File: src/rtl/memory_arbiter_pkg.sv
// Shared CPU types for the memory arbiter: FSM states, grant owner and access kind.
// Also holds the byte-enable helper used when an access is latched.
package memory_arbiter_pkg;

  typedef enum logic [1:0] {
    IDLE   = 2'd0,
    D_BUSY = 2'd1,
    I_BUSY = 2'd2,
    DONE   = 2'd3
  } arbStateType;

  typedef enum logic {
    GR_I = 1'b0,
    GR_D = 1'b1
  } grantType;

  typedef enum logic {
    CU_RD = 1'b0,
    CU_WR = 1'b1
  } cuOPType;

  localparam logic [3:0] BE_ALL = 4'hF;

  // Reads always fetch the full word; only writes honour the caller's byte enables.
  function automatic logic [3:0] strobe_be(input cuOPType op, input logic [3:0] be);
    return (op == CU_WR) ? be : BE_ALL;
  endfunction

endpackage

File: src/rtl/memory_arbiter_wait.sv
// Wait counter for the RAM access window: counts while enabled and flags the
// final cycle (count == LATENCY-1), wrapping back to zero on that edge.
module wait_counter #(
  parameter int LATENCY = 2
) (
  input  logic CLK,
  input  logic nRST,
  input  logic clear,
  input  logic enable,
  output logic done
);

  localparam int CW = (LATENCY > 1) ? $clog2(LATENCY) : 1;

  logic [CW-1:0] count_q;
  logic [CW-1:0] count_d;

  assign done = (count_q == CW'(LATENCY - 1));

  always_comb begin
    count_d = count_q;
    if (clear || (enable && done)) begin
      count_d = '0;
    end else if (enable) begin
      count_d = count_q + CW'(1);
    end
  end

  always_ff @(posedge CLK) begin
    if (nRST) begin
      count_q <= '0;
    end else begin
      count_q <= count_d;
    end
  end

endmodule

File: src/rtl/memory_arbiter.sv
// Serialises instruction fetches and data loads/stores onto one fixed-latency
// single-port RAM; data accesses win over fetches when both are pending.
module memory_arbiter
  import memory_arbiter_pkg::*;
#(
  parameter int LATENCY = 2,
  parameter int ADDR_W  = 10
) (
  input  logic              CLK,
  input  logic              nRST,
  input  logic              imemRen,
  input  logic [31:0]       imemaddr,
  input  logic              dmmRen,
  input  logic              dmmWen,
  input  logic [31:0]       dmmaddr,
  input  logic [31:0]       dmmstore,
  input  logic [3:0]        dmmbe,
  output logic              i_ready,
  output logic              d_ready,
  output logic [31:0]       imemload,
  output logic [31:0]       dmmload,
  output logic              ram_ren,
  output logic              ram_wen,
  output logic [ADDR_W-1:0] ram_addr,
  output logic [31:0]       ram_wdata,
  output logic [3:0]        ram_be,
  input  logic [31:0]       ram_rdata
);

  arbStateType       state_q;
  grantType          grant_q;
  cuOPType           op_q;
  logic              ren_q;
  logic              wen_q;
  logic [ADDR_W-1:0] addr_q;
  logic [31:0]       wdata_q;
  logic [3:0]        be_q;
  logic [31:0]       iload_q;
  logic [31:0]       dload_q;

  logic busy;
  logic cnt_done;

  assign busy = (state_q == D_BUSY) || (state_q == I_BUSY);

  wait_counter #(
    .LATENCY(LATENCY)
  ) u_wait (
    .CLK   (CLK),
    .nRST  (nRST),
    .clear (!busy),
    .enable(busy),
    .done  (cnt_done)
  );

  // Byte-offset and high address bits never reach the word-addressed RAM.
  logic unused_addr_bits;
  assign unused_addr_bits = ^{imemaddr[31:ADDR_W+2], imemaddr[1:0],
                              dmmaddr[31:ADDR_W+2], dmmaddr[1:0]};

  always_ff @(posedge CLK) begin
    if (nRST) begin
      state_q <= IDLE;
      grant_q <= GR_I;
      op_q    <= CU_RD;
      ren_q   <= 1'b0;
      wen_q   <= 1'b0;
      addr_q  <= '0;
      wdata_q <= '0;
      be_q    <= '0;
      iload_q <= '0;
      dload_q <= '0;
    end else begin
      case (state_q)
        IDLE: begin
          if (dmmWen || dmmRen) begin
            // A simultaneous read+write request is treated as a write only.
            state_q <= D_BUSY;
            grant_q <= GR_D;
            op_q    <= dmmWen ? CU_WR : CU_RD;
            ren_q   <= !dmmWen;
            wen_q   <= dmmWen;
            addr_q  <= dmmaddr[ADDR_W+1:2];
            wdata_q <= dmmstore;
            be_q    <= strobe_be(dmmWen ? CU_WR : CU_RD, dmmbe);
          end else if (imemRen) begin
            state_q <= I_BUSY;
            grant_q <= GR_I;
            op_q    <= CU_RD;
            ren_q   <= 1'b1;
            wen_q   <= 1'b0;
            addr_q  <= imemaddr[ADDR_W+1:2];
            wdata_q <= '0;
            be_q    <= BE_ALL;
          end
        end
        D_BUSY, I_BUSY: begin
          if (cnt_done) begin
            if (op_q == CU_RD) begin
              if (grant_q == GR_D) begin
                dload_q <= ram_rdata;
              end else begin
                iload_q <= ram_rdata;
              end
            end
            ren_q   <= 1'b0;
            wen_q   <= 1'b0;
            state_q <= DONE;
          end
        end
        // One dead cycle lets request_unit drop the completed request.
        DONE: begin
          state_q <= IDLE;
        end
        default: begin
          state_q <= IDLE;
        end
      endcase
    end
  end

  assign i_ready   = (state_q == DONE) && (grant_q == GR_I);
  assign d_ready   = (state_q == DONE) && (grant_q == GR_D);
  assign imemload  = iload_q;
  assign dmmload   = dload_q;
  assign ram_ren   = ren_q;
  assign ram_wen   = wen_q;
  assign ram_addr  = addr_q;
  assign ram_wdata = wdata_q;
  assign ram_be    = be_q;

endmodule

File: config.mk
export PLATFORM = sky130hd
export DESIGN_NAME = memory_arbiter
export DESIGN_NICKNAME = d
export VERILOG_FILES = /design/src/rtl/memory_arbiter_pkg.sv /design/src/rtl/memory_arbiter_wait.sv /design/src/rtl/memory_arbiter.sv
export SDC_FILE = /design/constraint.sdc
export NUM_CORES = 1
export LEC_CHECK = 0
export BUFFER_PORTS_ARGS = -buffer_cell sky130_fd_sc_hd__buf_2
export CAP_MARGIN = 20
export CELL_PAD_IN_SITES_DETAIL_PLACEMENT = 1
export CELL_PAD_IN_SITES_GLOBAL_PLACEMENT = 1
export CORE_MARGIN = 1
export CORE_UTILIZATION = 30
export DETAILED_ROUTE_END_ITERATION = 8
export PLACE_DENSITY = 0.87
export SKIP_CTS_REPAIR_TIMING = 1
export SLEW_MARGIN = 20
export SYNTH_ARGS = -nofsm -noshare
export SYNTH_HDL_FRONTEND = slang
export SYNTH_SLANG_ARGS = --single-unit
File: constraint.sdc
create_clock -name CLK -period 1.9 [get_ports CLK]
set_input_delay 0.285 -clock CLK [delete_from_list [all_inputs] [get_ports CLK]]
set_output_delay 0.285 -clock CLK [all_outputs]
set_load 0.005 [all_outputs]
After elaboration in Yosys (flattened, before gate mapping):

Cells that the tools add are included.

* bits of input ports: 137
* logic and storage cells: 58
* ROM bits: 0
* register bits: 117
* output and inout port bits: 114
* memory bits (writable): 0
* memories: 0
* bits in latches: 0

* multiply operators: 0
* eq/ne operators: 5
* muxes and demuxes: 21
* $add $sub $neg: 1
* bitwise operators: 2
* divide/modulo/power cells: 0
* reductions and logical operators: 18
* shift-type cells: 0
* order comparisons: 0

Operator list (number)
* 2-to-1 mux 32 bit: 2
* 2-to-1 mux 10 bit: 2
* 2-to-1 mux 4 bit: 3
* 2-to-1 mux 1 bit: 8
* AND reduction 4 bit: 2
* 2-to-1 mux 2 bit: 3
* one-hot mux 2 bit (3 select lines): 1
* equality test 2 bit, second input constant: 2
* one-hot mux 1 bit (2 select lines): 2
* AND reduction 2 bit: 2
* nonzero test 2 bit: 2
* OR reduction 2 bit: 2
* logical AND 1 bit: 3
* logical OR 1 bit: 3
* inequality test 3 bit, second input constant: 1
* AND reduction 3 bit: 1
* equality test 2 x 1 -> 1 bit, second input constant: 1
* zero test 1 bit: 2
* zero test 2 bit: 1
* inequality test 2 x 1 -> 1 bit, second input constant: 1
* NOT 1 bit: 2
* adder 1 bit, second input constant: 1

Logic depth before layout (Yosys ltp):

* depth after elaboration: 5
* mapped depth: 8
* gate-level depth less buffers: 5

Hierarchy:

From an unflattened synthesis, not the netlist that was laid out.

* cells, all modules: 474
* area, all modules: 4182.8 µm²

By module, submodules not included
* memory_arbiter: area each 4144.0 µm², sequential area each 2322.2 µm², instances 1, cells an instance 471
* wait_counter: area each 38.8 µm², sequential area each 20.0 µm², instances 1, cells an instance 3

Worst setup path before layout:

No wires, ideal clock.

* kind: register to register
* start: register state_q[0]
* end: register iload_q[10], in the netlist imemload[10]
* data required time: 1.768 ns
* path buffers: 3
* cell stages (with the launch flop): 9
* path slack: 0.368 ns
* arrival time: 1.400 ns
* clock period less this slack: 1.532 ns
* setup time: 0.132 ns
* path through: dfxtp_1 > inv_1 > ha_1 > buf_2 > and4bb_2 > buf_2 > buf_4 > nand2_1 > a21oi_1

* longest elaborated chain between the ends: 3
* elaborated cells between the ends (all ways): 4
* those cells by class: eq/ne (2); reduce/logical (2)

RTL lines
* start: declaration: RTL line memory_arbiter.sv:30 `arbStateType state_q;`
* start signal: assignment: RTL line memory_arbiter.sv:63 `state_q <= IDLE;`
* start signal: assignment: RTL line memory_arbiter.sv:78 `state_q <= D_BUSY;`
* start signal: assignment: RTL line memory_arbiter.sv:87 `state_q <= I_BUSY;`
* equality test 2 x 1 -> 1 bit / equality test 2 bit (equally long branches): RTL line memory_arbiter.sv:74 `case (state_q)`
* OR reduction 2 bit *: RTL line memory_arbiter.sv:74
* AND reduction 4 bit (no source line) *
* end signal: assignment: RTL line memory_arbiter.sv:103 `iload_q <= ram_rdata;`
* end: declaration: RTL line memory_arbiter.sv:38 `logic [31:0] iload_q;`

Mark *: on every way between the ends. The rest lies on a longest branch, timed or not.
A chain may end at the register's enable or synchronous reset.

Worst setup path after layout:

* start: register state_q[1]
* end: register dload_q[5], in the netlist dmmload[5]

* longest elaborated chain between the ends: 3
* elaborated cells between the ends (all ways): 4
* those cells by class: eq/ne (2); reduce/logical (2)

RTL lines
* equality test 2 x 1 -> 1 bit / equality test 2 bit (equally long branches): RTL line memory_arbiter.sv:74
* OR reduction 2 bit *: RTL line memory_arbiter.sv:74
* AND reduction 4 bit (no source line) *
* end signal: assignment: RTL line memory_arbiter.sv:101 `dload_q <= ram_rdata;`
* end: declaration: RTL line memory_arbiter.sv:39 `logic [31:0] dload_q;`

Marked as above.

==> summary.md <==
| Metric | Value |
|---|---|
| PD cells | `1380 mW/mm²` |
| Final Instance Area | `0.00601 mm²` |
| Period utilisation layout | `91.2%` |
| Worst vdd ir | `0.625 mV` |
| Post-Place Cells | `825` |
| CP cell instances | `inv_1 -> ha_1 -> and4b_1 -> buf_12 -> nand2_1 -> a21oi_1` |
| Crit-path slowest cell | `ha_1` |
| Largest net degree at the start of global routing | `54` |
| Leakage | `0.00275 µW` |
| Share of post-route cells with drive strength above 1 | `36.6%` |
| Arr. time, crit path | `2.06 ns` |
| Mapped Nets | `611` |
| Top cells by area, synth | `dfxtp_1 (56%), nand2_1 (12%), a21oi_1 (8.0%), a22o_1 (6.7%), a311oi_1 (2.1%)` |
| Sequential Power Share | `37.4%` |
| Detailed Route WL | `13,000 µm` |
| Worst min-delay path category | `primary input to flip-flop` |
| Sw Pwr | `2300 µW` |
| Worst endpoint required time | `2.23 ns` |
| Final Power | `8320 µW` |
| Max Slew Vio Count | `0` |
| Power share of the clock group | `41.5%` |
| RSZ-0062 raised after global routing | `no` |
| Status | `completed` |
| P&R area growth vs syn | `42.9%` |
| Max Root-Sink Buffers | `2` |
| Die Span X | `120 µm` |
| Final TNS setup | `0 ns` |
| WS Path Type | `flip-flop to flip-flop` |
| Gate count after technology mapping | `471` |
| Most frequent cell after synthesis | `nand2_1` |
| Die Area | `0.0145 mm²` |
| I/O Pins | `251` |
| Syn Area/Cell | `8.93 µm²` |
| CP max FO | `32` |
| Synth Cell Area | `0.00421 mm²` |
| Final HPWL DP | `9150 µm` |
| Clock transition at path regs | `0.06 ns` |
| Largest area contributor in the netlist | `dfxtp_1` |
| # port buffers | `206` |
| CP Launch Type | `flip-flop` |
| CP max stage delay | `0.45 ns` |
| Count of different cell masters after synthesis | `31` |
| Final layout net count | `808` |
| Final Setup Violations | `0` |
| Post-synthesis register bit count | `117` |
| DP Area | `0.00537 mm²` |
| Placer Congestion | `0.756` |
| Crit path time final | `1.73 ns` |
| Int Pwr | `6020 µW` |
| Vias | `4,108` |
| Gr usage total | `18.1%` |
| First-pass GRT wire length | `20,500 µm` |
| Sw frac | `27.6%` |
| Post-Layout Cell Count | `856` |
| TritonRoute pass-1 iters | `4` |
| DRC | `0` |
| CP endpoint kind | `flip-flop` |
| Worst-Skew Late Latency | `0.41 ns` |
| Antenna Diode Count | `0` |
| Fillers | `1,636` |
| Top FF cell, synth | `dfxtp_1` |
| CTS H-tree depth | `4` |
| Initial core utilization | `31.3%` |
| Sequential element share of the synthesized area | `55.7%` |
| Max-Slew Margin vs Limit | `62.8%` |
| Die H | `120 µm` |
| Post-DRT Antenna Nets | `0` |
| Initial DRC count | `175` |
| CTS tree | `built` |
| Gate power share | `21.1%` |
| Worst-margin pin slew | `0.557 ns` |
| TritonCTS buffer count | `17` |
| Site Rows | `42` |
| Clk_skew | `0.00693 ns` |
| Total core area | `0.0135 mm²` |
| Root buf cell | `clkbuf_16` |
| Area share of the largest cell type after synthesis | `55.7%` |
| Asr flop ratio synth | `0%` |
| Clk sinks | `117` |
| Top cells by count, synth | `nand2_1 (140), dfxtp_1 (117), a21oi_1 (67)` |
| Max Fclk | `0.577 GHz` |
| Max cap viols | `0` |
| Via density | `4.80` |
| Congestion Overflow GR | `0` |
| Final Hold Vio Count | `0` |
| EDFF count, synth | `0` |
| Synth warn | `0` |
| Final Util | `44.7%` |
| Post-DR wirelength/cell | `15.2 µm` |
| Number of antenna violations at the first check in global routing | `0` |
| Vias in the first global route | `4,225` |
-- power by group through the flow --
| stage | clock, µW | combinational (µW) | sequential [µW] |
|---|---|---|---|
| floorplan | 0 | 1070 | 3160 |
| global placement | 0 | 1700 | 3130 |
| detailed placement | 0 | 1790 | 3150 |
| CTS | 3530 | 1790 | 3120 |
| global route | 3640 | 1940 | 3170 |
| finish | 3450 | 1760 | 3110 |
-- final timing paths --
kind / start / to / slack (ns) / depth (start not counted)
worst max-delay path: state_q[1]$_SDFFE_PP0P_ / dmmload[5]$_SDFFE_PP0P_ / 0.17 / 6
worst min-delay path: dmmstore[1] / ram_wdata[1]$_SDFFE_PP0P_ / 0.09 / 2
worst max register to register: state_q[1]$_SDFFE_PP0P_ / dmmload[5]$_SDFFE_PP0P_ / 0.17 / 6
worst min register to register: imemload[14]$_SDFFE_PP0P_ / imemload[14]$_SDFFE_PP0P_ / 0.45 / 2
-- cells in the final DEF, fill, tap and decap left out, drive strengths merged, types with 3 or more instances in the layout --
cell type / count
dfxtp: 117
a21oi: 67
nor3: 4
ha: 3
o21ai: 16
nor2: 23
bufinv: 4
a22o: 32
a311oi: 10
clkbuf: 23
buf: 214
nand2: 140
nor2b: 5
-- worst max-delay path: cells and delay by family (launching register included) --
kind | cells | cell delay (ns)
and+or+nand+nor | 2 | 0.38
adders and majority gates | 1 | 0.45
buffers and inverters | 2 | 0.29
DFF | 1 | 0.35
AOI/OAI and AO/OA | 1 | 0.18
-- per-layer routing --
layer,global-route usage [%],share of wire (%),vias up
li1,-,-,2001
met1,20.3,43,1922
met2,31.8,49,162
met3,5.38,6.0,23
met4,7.25,1.8,0
met5,0,0,-
-- metrics by stage --
step / hold slack [ns] / setup WS, ns
after floorplan: 0.418 / 0.368
after global placement: 0.440 / 0.266
after detailed placement: 0.447 / 0.170
after CTS: 0.0690 / 0.161
after global routing: 0.0737 / 0.0111
final: 0.0945 / 0.167
-- final cells by class --
class | count | area, µm² | area share, %
multi-input combinational | 316 | 1660 | 27.6
timing repair buffer | 214 | 1140 | 19.0
clock inverter | 8 | 145 | 2.41
sequential | 117 | 2340 | 39.0
clock buffer | 23 | 498 | 8.28
tap | 176 | 220 | 3.66
inverter | 2 | 7.51 | 0.125
-- registers in the layout (all words and copies together) (netlist names) --
register,count
ram_wdata,32
dmmload,32
op_q,1
ram_addr,10
ram_ren,1
state_q,2
grant_q,1
ram_be,4
ram_wen,1
u_wait.done,1
imemload,32
-- cells by family after synthesis --
group / Yosys count / share of synthesized area [%]
mux: 1 / 0.238
flops: 117 / 55.7
simple gates: 180 / 18.0
compound gates: 132 / 20.2
fa+ha+maj: 3 / 0.892
buf+inv: 38 / 4.94
Note: power is estimated with default switching activity, not from simulation.
